--- src/rtl/muldiv_if.sv ---
// muldiv_if: operand/request/result bundle between the EX stage and the multiply/divide unit.
interface muldiv_if #(parameter int XLEN = 32);
  logic [XLEN-1:0] op1;
  logic [XLEN-1:0] op2;
  logic [2:0]      MD_func;
  logic            start;
  logic            flush;
  logic            busy;
  logic            done;
  logic [XLEN-1:0] MD_out;
  modport master (output op1, op2, MD_func, start, flush, input busy, done, MD_out);
  modport slave  (input op1, op2, MD_func, start, flush, output busy, done, MD_out);
endinterface

--- src/rtl/muldiv_unit.sv ---
// muldiv_unit: iterative radix-2 RV32M multiply/divide, 34-cycle latency.
// Define MULDIV_EARLY_OUT_EN to finish divide-by-zero and signed overflow in one cycle.
module muldiv_unit #(
  parameter int XLEN = 32,
  parameter int ITER = 32
) (
  input logic      clk,
  input logic      rst_n,
  muldiv_if.slave  md
);
  localparam int CW = $clog2(ITER);
  typedef enum logic [1:0] {IDLE, PREP, CALC, FIX} state_t;
  state_t            state_q;
  logic [XLEN-1:0]   a_q, b_q, out_q;
  logic [2*XLEN-1:0] acc_q;
  logic [2:0]        func_q;
  logic [CW-1:0]     cnt_q;
  logic              sa_q, sb_q, busy_q, done_q;
  logic [XLEN:0]     msum_d, trial_d, diff_d;
  logic [2*XLEN-1:0] prod_d;
  logic [XLEN-1:0]   quo_d, rem_d, res_d;
  logic              sa_d, sb_d;
  // Multiply keeps a_q fixed and consumes b_q; divide keeps b_q fixed and consumes a_q.
  assign msum_d  = {1'b0, acc_q[2*XLEN-1:XLEN]} + {1'b0, b_q[0] ? a_q : '0};
  assign trial_d = {acc_q[2*XLEN-1:XLEN], a_q[XLEN-1]};
  assign diff_d  = trial_d - {1'b0, b_q};
  assign sa_d    = a_q[XLEN-1] & (func_q[2] ? ~func_q[0] : (func_q[1] ^ func_q[0]));
  assign sb_d    = b_q[XLEN-1] & (func_q[2] ? ~func_q[0] : (func_q[1:0] == 2'd1));
  assign prod_d  = (sa_q ^ sb_q) ? -acc_q : acc_q;
  // A zero divisor yields all-ones magnitude; forcing avoids negating it for negative dividends.
  assign quo_d   = (b_q == '0) ? '1 : ((sa_q ^ sb_q) ? -acc_q[XLEN-1:0] : acc_q[XLEN-1:0]);
  assign rem_d   = sa_q ? -acc_q[2*XLEN-1:XLEN] : acc_q[2*XLEN-1:XLEN];
  assign res_d   = func_q[2] ? (func_q[1] ? rem_d : quo_d)
                 : ((func_q[1:0] == 2'd0) ? prod_d[XLEN-1:0] : prod_d[2*XLEN-1:XLEN]);
`ifdef MULDIV_EARLY_OUT_EN
  logic eo_zero_d, eo_ovf_d, eo_d;
  assign eo_zero_d = md.op2 == '0;
  assign eo_ovf_d  = ~md.MD_func[0] && md.op1 == {1'b1, {(XLEN-1){1'b0}}} && md.op2 == '1;
  assign eo_d      = md.MD_func[2] & (eo_zero_d | eo_ovf_d);
`endif
  always_ff @(posedge clk or negedge rst_n) begin
    if (!rst_n) begin
      state_q <= IDLE;
      a_q     <= '0;
      b_q     <= '0;
      out_q   <= '0;
      acc_q   <= '0;
      func_q  <= '0;
      cnt_q   <= '0;
      sa_q    <= 1'b0;
      sb_q    <= 1'b0;
      busy_q  <= 1'b0;
      done_q  <= 1'b0;
    end else begin
      done_q <= 1'b0;
      if (md.flush) begin
        state_q <= IDLE;
        busy_q  <= 1'b0;
      end else begin
        case (state_q)
          IDLE: if (md.start) begin
            a_q    <= md.op1;
            b_q    <= md.op2;
            func_q <= md.MD_func;
`ifdef MULDIV_EARLY_OUT_EN
            if (eo_d) begin
              state_q <= FIX;
              acc_q   <= eo_zero_d ? {md.op1, {XLEN{1'b1}}} : {{XLEN{1'b0}}, 1'b1, {(XLEN-1){1'b0}}};
              sa_q    <= 1'b0;
              sb_q    <= 1'b0;
              b_q     <= {{(XLEN-1){1'b0}}, 1'b1};
            end else begin
              state_q <= PREP;
              busy_q  <= 1'b1;
            end
`else
            state_q <= PREP;
            busy_q  <= 1'b1;
`endif
          end
          PREP: begin
            sa_q    <= sa_d;
            sb_q    <= sb_d;
            a_q     <= sa_d ? -a_q : a_q;
            b_q     <= sb_d ? -b_q : b_q;
            acc_q   <= '0;
            cnt_q   <= '0;
            state_q <= CALC;
          end
          CALC: begin
            if (func_q[2]) begin
              acc_q <= {diff_d[XLEN] ? trial_d[XLEN-1:0] : diff_d[XLEN-1:0], acc_q[XLEN-2:0], ~diff_d[XLEN]};
              a_q   <= a_q << 1;
            end else begin
              acc_q <= {msum_d, acc_q[XLEN-1:1]};
              b_q   <= b_q >> 1;
            end
            cnt_q <= cnt_q + 1'b1;
            if (cnt_q == CW'(ITER - 1)) state_q <= FIX;
          end
          FIX: begin
            out_q   <= res_d;
            done_q  <= 1'b1;
            busy_q  <= 1'b0;
            state_q <= IDLE;
          end
          default: state_q <= IDLE;
        endcase
      end
    end
  end
  assign md.busy   = busy_q;
  assign md.done   = done_q;
  assign md.MD_out = out_q;
endmodule

--- src/flat_wrapper.sv ---
// flat-port wrapper written by rule: the top's interface ports become plain ports
module muldiv_unit_flat 
#(
  parameter int XLEN = 32,
  parameter int ITER = 32
)
  (clk, rst_n, md_op1, md_op2, md_MD_func, md_start, md_flush, md_busy, md_done, md_MD_out);
  muldiv_if #(.XLEN(XLEN)) md_i ();
  input logic clk;
  input logic rst_n;
  input wire logic [$bits(md_i.op1)-1:0] md_op1;
  input wire logic [$bits(md_i.op2)-1:0] md_op2;
  input wire logic [$bits(md_i.MD_func)-1:0] md_MD_func;
  input wire logic [$bits(md_i.start)-1:0] md_start;
  input wire logic [$bits(md_i.flush)-1:0] md_flush;
  output wire logic [$bits(md_i.busy)-1:0] md_busy;
  output wire logic [$bits(md_i.done)-1:0] md_done;
  output wire logic [$bits(md_i.MD_out)-1:0] md_MD_out;
  assign md_i.op1 = md_op1;
  assign md_i.op2 = md_op2;
  assign md_i.MD_func = md_MD_func;
  assign md_i.start = md_start;
  assign md_i.flush = md_flush;
  assign md_busy = md_i.busy;
  assign md_done = md_i.done;
  assign md_MD_out = md_i.MD_out;
  muldiv_unit #(.XLEN(XLEN), .ITER(ITER)) u_core (.clk(clk), .rst_n(rst_n), .md(md_i));
endmodule
--- config.mk ---
export PLATFORM = sky130hd
export DESIGN_NAME = muldiv_unit_flat
export DESIGN_NICKNAME = d
export VERILOG_FILES = /design/src/rtl/muldiv_if.sv /design/src/rtl/muldiv_unit.sv /design/src/flat_wrapper.sv
export SDC_FILE = /design/constraint.sdc
export NUM_CORES = 1
export LEC_CHECK = 0
export ABC_AREA = 1
export CAP_MARGIN = 25
export CORE_MARGIN = 4
export CORE_UTILIZATION = 30
export DETAILED_ROUTE_END_ITERATION = 10
export PLACE_DENSITY = 0.56
export SLEW_MARGIN = 20
export SYNTH_ARGS = -nofsm -noshare
export SYNTH_HDL_FRONTEND = slang
export SYNTH_SLANG_ARGS = --single-unit
--- constraint.sdc ---
create_clock -name clk -period 5.8 [get_ports clk]
set_input_delay 1.16 -clock clk [delete_from_list [all_inputs] [get_ports clk]]
set_output_delay 1.16 -clock clk [all_outputs]
set_load 0.005 [all_outputs]
==> summary by stage <==
Status
The flow ran to the end, and the final reports show no timing, DRC or antenna violations.

STA
The hold violation total from the final report was 0. The final clock skew is 0.0185 ns. The total count of max-transition violations in the final report is 0. Derived from the worst setup path, the maximum achievable clock frequency is 0.283 GHz. For the pin with the worst max-slew slack, the measured transition is between 0.9 and 1 ns. The clock period minus worst slack is 3.53 ns. For the final routed database, the setup TNS stands at 0 ns. Setup repair after global routing left no endpoint under its margin. Of the available clock period, the critical path in the final layout requires 0.608. The final count of negative-setup-slack endpoints is 0. In this run the tightest slew margin relative to its limit is 0.380.

Global route
The first-pass GRT wire length is between 100 and 150 mm. The global-route layer with the greatest usage is met2. For this run, the total global-route usage over all layers was measured as 0.227. In the global route stage, met2 resource usage came out at 0.364.

The total overflow left after global routing is 0. The number of antenna violations at the first check in global routing is 1. For met3 alone, demand over resource in global routing was 0.0395.

The maximum number of pins on one net before global-route repair is 92. The via count of the first global-routing pass is 19,568. The met1 capacity usage during global routing is 0.307.

CTS
The root buffer cell chosen for the clock tree is clkbuf_16. In this run, post-CTS hold repair placed 0 buffers. For the worst-skew pair, the clock arrives at the later sink with an insertion delay of roughly 0.52 ns.

The post-CTS resize count is 0. The post-CTS setup repair buffer count is 0. The maximum level of the CTS H-tree is 4.

Clock tree synthesis found a total of approximately 170 sinks. The clock-pin slew on the worst setup and hold paths is 0.07 ns. The largest buffer count on any clock path is 2. The number of clock buffers inserted by TritonCTS is 17.

TritonCTS built the clock tree.

Final layout
0 antenna diodes ended up in the layout. Leaving out fill and tap cells, the most frequent cells in the layout are nand2_1 (1,006), inv_1 (414), nand3_1 (313). The final cell utilization of the core is 0.343.

Leaving out fill and tap cells, the most frequent cell in the layout is nand2_1. The layout net count is around 3,400. Compared with the post-synthesis result, the final layout area differs by 13.2%. The share of layout cells above drive strength 1 is 0.0393.

The finished layout holds 4,116 standard cells, fillers aside.

Synthesis
The synthesized design contains 0 enable-type register cells. For this run, asynchronously set or reset flops after synthesis account for 1.00. During synthesis, Yosys emitted a total of 0 warnings. The register area share after synthesis is 0.232.

The commonest register cell after synthesis is dfrtp_1. The number of nets produced by synthesis is approximately 3,400. The synthesized netlist cell count is about 3,200. The cell area that synthesis handed to floorplanning was between 0.015 and 0.02 sq mm. The cell type with the highest aggregate area in the netlist is dfrtp_1. The count of state elements after synthesis is between 150 and 200. Of the post-synthesis cell area, the dominant cell type holds 0.232. The average size of a mapped cell is about 5.8 sq um. After synthesis, the cell types taking the most area are dfrtp_1 (23%), nand2_1 (20%), nand3_1 (8.4%), inv_1 (8.3%), o21ai_0 (6.2%). The number of library cell types mapped by synthesis is 51.

Detailed routing
The routed via count divided by cell count is 5.18. The number of vias in the routed layout is around 21,000. In the final routed layout, each cell accounts on average for between 15 and 20 um. The first TritonRoute pass finished after 9 iterations. The post-route DRC violation count is 0. The first routing iteration left 2,096 violations. In this run the remaining antenna-violating nets after routing total 0.

The final routed wirelength across all metal layers is 77.2 mm.

Critical path
The startpoint class of the critical path is a flop. The critical path in this run is classified as flop to flop. The critical path goes through inv_1 -> ha_1 -> buf_4 -> inv_1 -> nor2_1 -> nor2_1 -> nand2_1 -> buf_4 -> clkinv_1 -> buf_4 -> o21ai_0 -> a21oi_1 -> o21bai_1. For the worst setup path, the data required time is between 6 and 7 ns. Of all nets on the critical path, the largest fanout is 33. Among the stages of the critical path, the cell type that occurs most often is buf_4. The number of buffer and inverter instances along the worst setup path is 6. For the worst setup path, the data arrival time is 3.92 ns.

The nature of the critical path endpoint is a flop. The category of cells accounting for the largest share of critical-path delay is buffers and inverters. Among all stages on the critical path, the largest delay is contributed by clkinv_1.

On the worst path, the slowest cell contributes a delay of around 0.53 ns.

Floorplanning
The effective utilization at floorplan is 0.303. The area of the core is a little over 0.06 sq mm. The die span in y is 258 um. The number of primary I/O pins is 105. The die is between 200 and 300 um wide. The die covers 0.0666 sq mm. In this run the core area contains a little over 90 standard-cell rows.

Power and ir drop
The share of total power consumed by net switching is 0.607. Of the total power, registers draw 0.170. Of the total power, the clock network draws 0.091. The total power per unit cell area is 708 mW/mm^2. The switching power is around 9100 uW.

IR analysis of the VDD net gives a maximum drop of roughly 270 uV. The logic gate share of total power is 0.738. The analysis attributes to cell leakage a power of between 0.01 and 0.015 uW. Internal power comes to 5910 uW.

Placed design
The count of placed standard cells including taps is just over 4,000. At the end of routability-driven placement, the weighted congestion stood at 1.01. Port buffering added about 100 buffers. The sum of net half-perimeters after detailed placement is ~59 mm.

Run
The max-cap violation count is 0.

Hold path
The path class of the tightest hold or removal check is flop to flop.
==> per-stage QoR <==
step	instance area, sq um	hold WS [ns]	setup WS [ns]	power, uW
after floorplan	18800	0.467	3.19	9890
after global placement	20600	0.465	1.98	13500
after detailed placement	20600	0.466	1.97	13500
after CTS	21200	0.485	2.31	14900
after global routing	21200	0.502	2.03	16400
final	21200	0.477	2.27	15000
==> cells in the mapped netlist (2+ instances only) <==
library cell / count
clkbuf_1: 80
dfrtp_1: 174
nor3_2: 3
xor2_1: 27
o21a_1: 4
a221oi_1: 4
o221ai_1: 7
fa_1: 2
nand2_2: 12
nor3_1: 49
nor2_4: 5
nand3b_1: 14
a21o_1: 6
buf_1: 14
inv_1: 416
o211ai_1: 48
nand3_1: 313
nor4_1: 3
a31oi_1: 11
o21bai_1: 17
nand4_1: 52
nor2_1: 304
and2_1: 2
ha_1: 78
o22ai_1: 37
clkinv_1: 4
a22oi_1: 4
o31ai_1: 3
o21ai_0: 233
nor2_2: 14
buf_6: 7
o21ai_1: 16
or2_2: 9
buf_2: 20
xnor2_1: 17
a21oi_1: 196
inv_2: 10
nand2_1: 1006
==> layer usage <==
metal	routed length, um	up-vias
met2	34800	807
met1	34300	9755
met3	5230	131
met4	2900	0
met5	0	-
li1	-	10623
==> registers in the layout, indices dropped and copies added, names as in the netlist, 2 cells and up <==
name              flops
u_core.acc_q         64
u_core.a_q           32
u_core.b_q           32
u_core.md.MD_out     32
u_core.cnt_q          5
u_core.func_q         3
u_core.state_q        2
==> worst reg2reg max path, cell delays in order, from the launching register on <==
cell and delay, ns:
dfrtp_1 0.42, inv_1 0.13, ha_1 0.16, buf_4 0.37, inv_1 0.11, nor2_1 0.49, nor2_1 0.11, nand2_1 0.11
buf_4 0.26, clkinv_1 0.54, buf_4 0.43, o21ai_0 0.10, a21oi_1 0.05, o21bai_1 0.15
==> cell type report <==
type / count / area, sq um
flip-flops and latches: 174 / 4360
inverters: 430 / 1610
repair buffers: 135 / 1290
fillers: 6974 / 40600
well taps: 837 / 1050
clock buffers: 18 / 429
multi-input cells: 2508 / 12300
clock inverters: 14 / 228
==> power by group through the flow <==
stage,clock network (uW),registers [uW],logic [uW]
after floorplan,0,2090,7800
final,1370,2560,11100
after CTS,1400,2530,10900
after global routing,1440,2600,12400
after detailed placement,0,2560,10900
after global placement,0,2560,10900
==> kinds of logic after synthesis <==
kind of cell	count (synthesis)	share of synthesized area
AO/OA/AOI/OAI	593	0.176
XOR/XNOR	44	0.0205
flip-flops	174	0.232
AND/OR/NAND/NOR	1791	0.402
adder cells (fa/ha/maj)	80	0.0542
buffers and inverters	552	0.115
==> path summary, 6_finish.rpt <==
path / slack, ns / cells past startpoint / startpoint / end
worst max-delay path: 2.27 / 13 / u_core.state_q[0] / u_core.a_q[30]
worst min-delay path: 0.48 / 2 / u_core.md.MD_out[18] / u_core.md.MD_out[18]
worst max register to register: 2.27 / 13 / u_core.state_q[0] / u_core.a_q[30]
worst min register to register: 0.48 / 2 / u_core.md.MD_out[18] / u_core.md.MD_out[18]
max in group asynchronous: 4.09 / 2 / rst_n / u_core.a_q[18]
min in group asynchronous: 0.70 / 1 / rst_n / u_core.md.MD_out[7]
No activity file was read; power rests on OpenSTA's default activity.
